## src/rtl/dcache_wb.sv

```systemverilog
// Direct-mapped, write-back, write-allocate data cache.
// Serves 32-bit word accesses from the core and moves 128-bit lines to and from slow memory.
// Every miss stalls the core until the line has been written back (if dirty) and refilled.
module dcache_wb #(
  parameter int unsigned NUM_BLOCK = 8
) (
  input  logic         clk,
  input  logic         rst,
  input  logic         proc_read,
  input  logic         proc_write,
  input  logic [29:0]  proc_addr,
  input  logic [31:0]  proc_wdata,
  output logic [31:0]  proc_rdata,
  output logic         proc_stall,
  output logic         mem_read,
  output logic         mem_write,
  output logic [27:0]  mem_addr,
  output logic [127:0] mem_wdata,
  input  logic [127:0] mem_rdata,
  input  logic         mem_ready
);

  localparam int unsigned IDX_W = $clog2(NUM_BLOCK);
  localparam int unsigned TAG_W = 28 - IDX_W;

  typedef enum logic [1:0] {
    StIdle,
    StWriteback,
    StAllocate
  } state_e;

  state_e state_q, state_d;

  logic [NUM_BLOCK-1:0] valid_q;
  logic [NUM_BLOCK-1:0] dirty_q;
  logic [TAG_W-1:0]     tag_q  [NUM_BLOCK];
  logic [127:0]         data_q [NUM_BLOCK];

  logic [1:0]       off;
  logic [IDX_W-1:0] idx;
  logic [TAG_W-1:0] req_tag;
  logic             req;
  logic             is_read;
  logic             hit;
  logic [127:0]     line;
  logic [6:0]       word_lsb;
  logic             wr_hit;
  logic             refill;

  assign off      = proc_addr[1:0];
  assign idx      = proc_addr[IDX_W+1:2];
  assign req_tag  = proc_addr[29:IDX_W+2];
  assign req      = proc_read | proc_write;
  // A simultaneous read and write is treated as a write.
  assign is_read  = proc_read & ~proc_write;
  assign hit      = valid_q[idx] && (tag_q[idx] == req_tag);
  assign line     = data_q[idx];
  assign word_lsb = {off, 5'd0};

  // Next-state and output decode; memory strobes depend on state only.
  always_comb begin
    state_d    = state_q;
    proc_stall = 1'b0;
    proc_rdata = '0;
    mem_read   = 1'b0;
    mem_write  = 1'b0;
    mem_addr   = '0;
    mem_wdata  = '0;
    wr_hit     = 1'b0;
    refill     = 1'b0;
    unique case (state_q)
      StIdle: begin
        if (req) begin
          if (hit) begin
            if (is_read) proc_rdata = line[word_lsb +: 32];
            wr_hit = proc_write;
          end else begin
            proc_stall = 1'b1;
            state_d    = (valid_q[idx] && dirty_q[idx]) ? StWriteback : StAllocate;
          end
        end
      end
      StWriteback: begin
        proc_stall = 1'b1;
        mem_write  = 1'b1;
        mem_addr   = {tag_q[idx], idx};
        mem_wdata  = line;
        if (mem_ready) state_d = StAllocate;
      end
      StAllocate: begin
        proc_stall = 1'b1;
        mem_read   = 1'b1;
        mem_addr   = {req_tag, idx};
        if (mem_ready) begin
          refill  = 1'b1;
          state_d = StIdle;
        end
      end
      default: state_d = StIdle;
    endcase
  end

  // State and per-line status bits; reset abandons any transfer and drops dirty data.
  always_ff @(posedge clk or posedge rst) begin
    if (rst) begin
      state_q <= StIdle;
      valid_q <= '0;
      dirty_q <= '0;
    end else begin
      state_q <= state_d;
      if (refill) begin
        valid_q[idx] <= 1'b1;
        dirty_q[idx] <= 1'b0;
      end else if (wr_hit) begin
        dirty_q[idx] <= 1'b1;
      end
    end
  end

  // Tag and data arrays carry no reset; valid_q qualifies them.
  always_ff @(posedge clk) begin
    if (refill) begin
      data_q[idx] <= mem_rdata;
      tag_q[idx]  <= req_tag;
    end else if (wr_hit) begin
      data_q[idx][word_lsb +: 32] <= proc_wdata;
    end
  end

endmodule

```

## config.mk

```make
export PLATFORM = sky130hd
export DESIGN_NAME = dcache_wb
export DESIGN_NICKNAME = d
export VERILOG_FILES = /design/src/rtl/dcache_wb.sv
export SDC_FILE = /design/constraint.sdc
export NUM_CORES = 1
export LEC_CHECK = 0
export BUFFER_PORTS_ARGS = -buffer_cell sky130_fd_sc_hd__clkbuf_2
export CAP_MARGIN = 20
export CORE_ASPECT_RATIO = 1.4
export CORE_UTILIZATION = 50
export DETAILED_ROUTE_END_ITERATION = 7
export GPL_ROUTABILITY_DRIVEN = 1
export PLACE_DENSITY = 0.68
export SLEW_MARGIN = 10
export SYNTH_ARGS = -nofsm -noshare
export SYNTH_HDL_FRONTEND = slang
export SYNTH_SLANG_ARGS = --single-unit
```

## constraint.sdc

```tcl
create_clock -name clk -period 6.4 [get_ports clk]
set_clock_uncertainty 0.2 [all_clocks]
set_input_delay 0.64 -clock clk [delete_from_list [all_inputs] [get_ports clk]]
set_output_delay 0.64 -clock clk [all_outputs]
set_load 0.02 [all_outputs]
```

==> impl_summary.md <==
Outcome
The flow ran to the end, and the final reports show no timing, DRC or antenna violations.

Clocking
The H-tree depth reported by CTS is 3. Clock latency on the worst-skew pair, taken at its later pin, is between 700 and 800 ps. The number of setup buffers added after CTS is 0. The clock buffer count from CTS is around 110. The clock tree from TritonCTS is built. The clock-pin transition on the worst setup and hold timing paths is about 60 ps. The tree is rooted in a sky130_fd_sc_hd__clkbuf_16.

No sink is reached through more buffers than the 3 on the longest clock path. The total clock sinks is approximately 1,200.

GRT
The wire length of the first global-routing pass is between 200,000 and 250,000 µm. The via count of the first global-routing pass was ~30,000. Global routing used around 32% of the available tracks. The number of antenna violations at the first check in global routing is 11. Entering global routing, the biggest net connects around 110 pins. The residual overflow from global routing is 0.

Critical path
The delay of the slowest cell on the worst path is between 500 and 600 ps. The critical path is of the primary input to output port type. For the worst setup path, the data arrival time is 4560 ps. The type of destination of the critical path is an output port. In this run the critical register-to-register path is launched from tag_q[5][14].

Along the worst path, the maximum fanout reaches 33. The worst register-to-register path has a depth of 11. Walking the worst path, the cells encountered are buf_4 -> buf_4 -> or2_2 -> o22ai_1 -> o21a_1 -> nor4b_1 -> buf_4 -> nand4_1 -> nor3_1 -> nand4_1 -> buf_4 -> nor2_1 -> clkbuf_2. The critical path launch point type is a primary input. The critical path depth in cells is 13. For the worst setup path, the data required time is 5560 ps. The cell type of the slowest stage on the worst timing path is sky130_fd_sc_hd__nor4b_1. Counting both buffers and inverters, the worst setup path holds a total of 5. The minimum setup slack among reg-to-reg paths is 2040 ps. In this run the critical register-to-register path is captured at data_q[4][123].

The most common cell type on the critical path is sky130_fd_sc_hd__buf_4. Grouping stages by cell kind, the critical path spends the most delay in simple AND/OR/NAND/NOR gates.

Die
The standard cell core area is 99,900 µm². In this run the core area contains around 140 standard-cell rows. The floorplan die area is approximately 100,000 µm². The floorplan step set the die width to 271 µm. The count of boundary I/O pins is a little under 400. The die is 379 µm tall. The effective utilization at floorplan is around half.

Place
The placer's final routability congestion estimate is 0.900. During placement, the flow inserted port buffers numbering between 300 and 400. The HPWL after detailed placement is ~110,000 µm. The post-placement worst setup slack is roughly 800 ps.

Timing
The transition time at the pin with the least slew margin is between 1000 and 1500 ps. The shortest period the worst path allows is ~5400 ps. The share of the clock period used by the worst path is ~84%.

Setup slack closes at 1000 ps. Based on the critical path, the design can be clocked at up to around 190 MHz. The max-slew violation count is 0.

The final setup TNS is 0 ps. The relative slew slack is around 8.4%. The final-report setup violation count is 0. The total count of hold-check failures in the final report is 0. Setup repair after global routing left no endpoint under its margin.

Routing
The detailed-router iteration count before antenna repair is 7. The average wire length per cell after detail routing is approximately 33 µm. The number of DRC markers in iteration 0 is 4,693. The total detailed-routing wirelength is between 150,000 and 200,000 µm. The total via count after detailed routing is between 30,000 and 40,000. The DRC violation count after routing is 0. The count of nets left with antenna violations once routing finished came out at 0. The average via count per standard cell is 6.47.

Logic synthesis
The most area-hungry cell type in the Yosys netlist is sky130_fd_sc_hd__edfxtp_1. The top flip-flop cell by instance count after synthesis is sky130_fd_sc_hd__edfxtp_1. The cell area that synthesis handed to floorplanning was 50,600 µm². The synthesized area divided by synthesized cell count is approximately 16 µm². The area fraction of the dominant cell type after synthesis is 72.6%. Counting every instance in the synthesized netlist gives 3,172. For this run, asynchronously set or reset flops after synthesis account for under 10%. The register bit count reported by yosys is approximately 1,200. The yosys synthesis warning count is 0. The number of enable-type register cells in the synthesized netlist is 1,224. The register area share after synthesis is between 70 and 80%. In the post-synthesis netlist, the biggest area contributors are sky130_fd_sc_hd__edfxtp_1, sky130_fd_sc_hd__mux2i_1, sky130_fd_sc_hd__a22oi_1, sky130_fd_sc_hd__mux4_2, sky130_fd_sc_hd__a221oi_1. By count the netlist is led by sky130_fd_sc_hd__edfxtp_1, sky130_fd_sc_hd__a22oi_1, sky130_fd_sc_hd__nor2_1, sky130_fd_sc_hd__mux2i_1, sky130_fd_sc_hd__clkbuf_1. The most frequently used cell type in the post-synthesis netlist is sky130_fd_sc_hd__edfxtp_1. The total nets after synthesis is approximately 3,400.

Counting distinct cell types in the post-synthesis netlist gives 65.

Power and ir drop
Of the total power, registers draw a little over half. The analysis attributes to net switching a power of 0.00436 W. Net switching is 24.7% of the power. VDD sags by at most about 0.24 mV. For this design the static power due to leakage is around 21 nW. The combinational fraction of design power is between 10% and 20%. The internal power summed over all cells is approximately 0.013 W. In this run the power density over the cells is between 300 and 400 nW/µm². Of the total power, the clock network draws around 37%.

Job
The tool flagged a number of max-cap violations equal to 0.

Layout
The area growth from synthesis to layout is 15.6%. The fraction of layout instances using a drive strength above 1 is about a quarter. For this run, the post-layout net count is about 3,800. The layout filler cell count is 7,534.

Min path
Along the worst hold path, the cell count comes to 1. The endpoint of the worst hold path is tag_q[5][23]. The class of the tightest hold or removal check is primary input to register.

The startpoint identified for the worst hold timing path is proc_addr[28].
timing repair:
item,CTS,global route
hold endpoints to repair,18,0
hold buffers,1,0
gates resized for setup,0,0
registers in the layout (all words and copies together) (netlist names), named ones only:
| signal | count |
|---|---|
| data_q | 1024 |
| state_q | 2 |
| valid_q | 8 |
| tag_q | 200 |
power by group through the flow:
stage / clock, W / combinational (W) / sequential [W]
5_1_grt: 0.00677 / 0.00194 / 0.00932
6_report: 0.00645 / 0.00188 / 0.00930
2_1_floorplan: 0 / 0.000954 / 0.00947
3_3_place_gp: 0 / 0.00182 / 0.00946
3_5_place_dp: 0 / 0.00184 / 0.00947
4_1_cts: 0.00647 / 0.00185 / 0.00930
kinds of logic (layout without fill, tap and decap cells):
family / after synthesis / count (layout) / synth area share, %
buffers and inverters: 350 / 855 / 2.95
other: 0 / 6 / 0
and+or+nand+nor: 595 / 595 / 5.78
muxes: 335 / 335 / 8.09
adders and majority gates: 9 / 9 / 0.222
DFF: 1242 / 1242 / 73.5
xor gates and xnor gates: 11 / 11 / 0.190
AOI/OAI and AO/OA: 630 / 630 / 9.32
metrics by stage:
step / hold slack, ps / total power (W) / cell area [µm²] / cells / utilization, %
3_3_place_gp: 246 / 0.0113 / 55000 / 4790 / 55.0
6_report: 51.2 / 0.0176 / 58600 / 5003 / 58.6
3_5_place_dp: 248 / 0.0113 / 55000 / 4791 / 55.0
5_1_grt: 54.1 / 0.0180 / 58500 / 4998 / 58.6
4_1_cts: 5.06 / 0.0176 / 58500 / 4996 / 58.6
2_1_floorplan: 234 / 0.0104 / 50600 / 3172 / -
layout by cell type (no fill, tap or decap), drive strengths merged, types with 11 or more instances in the layout:
master / count
and2: 14
a221oi: 125
edfxtp: 1224
a22o: 69
a22oi: 259
a21oi: 75
nand2: 156
inv: 136
mux4: 51
clkbuf: 519
o22ai: 20
and4: 29
nor2: 242
nor3: 22
o21ai: 31
buf: 132
mux2: 84
mux2i: 200
dfrtp: 18
nor2b: 11
clkinv: 55
and3: 59
cell type report:
cell class / instances / area [µm²] / share of cell area (%)
Tap cell: 1320 / 1650 / 2.82
Inverter: 136 / 515 / 0.880
Antenna cell: 6 / 15.0 / 0.0256
Clock inverter: 67 / 631 / 1.08
Multi-Input combinational cell: 1580 / 12400 / 21.2
Timing Repair Buffer: 515 / 3230 / 5.52
Clock buffer: 137 / 2890 / 4.93
Sequential cell: 1242 / 37200 / 63.5
routing by layer:
metal	vias to the layer above	global-route usage (%)	routed length, µm
met1	16156	41.3	57900
met3	433	6.09	19200
li1	13323	-	-
met2	2450	50.4	76400
met5	-	0	65
met4	10	21.0	12000
worst max-delay path by stage:
stage	from	to	slack (ps)
after CTS	proc_addr[4]	proc_rdata[18]	1010
after detailed placement	proc_addr[4]	data_q[3][57]	800
after global placement	proc_addr[4]	data_q[4][127]	870
final	proc_addr[4]	proc_rdata[18]	1000
after floorplan	proc_addr[2]	data_q[0][0]	930
after global routing	proc_addr[4]	proc_rdata[18]	950
Power figures use the tool's default switching activity.
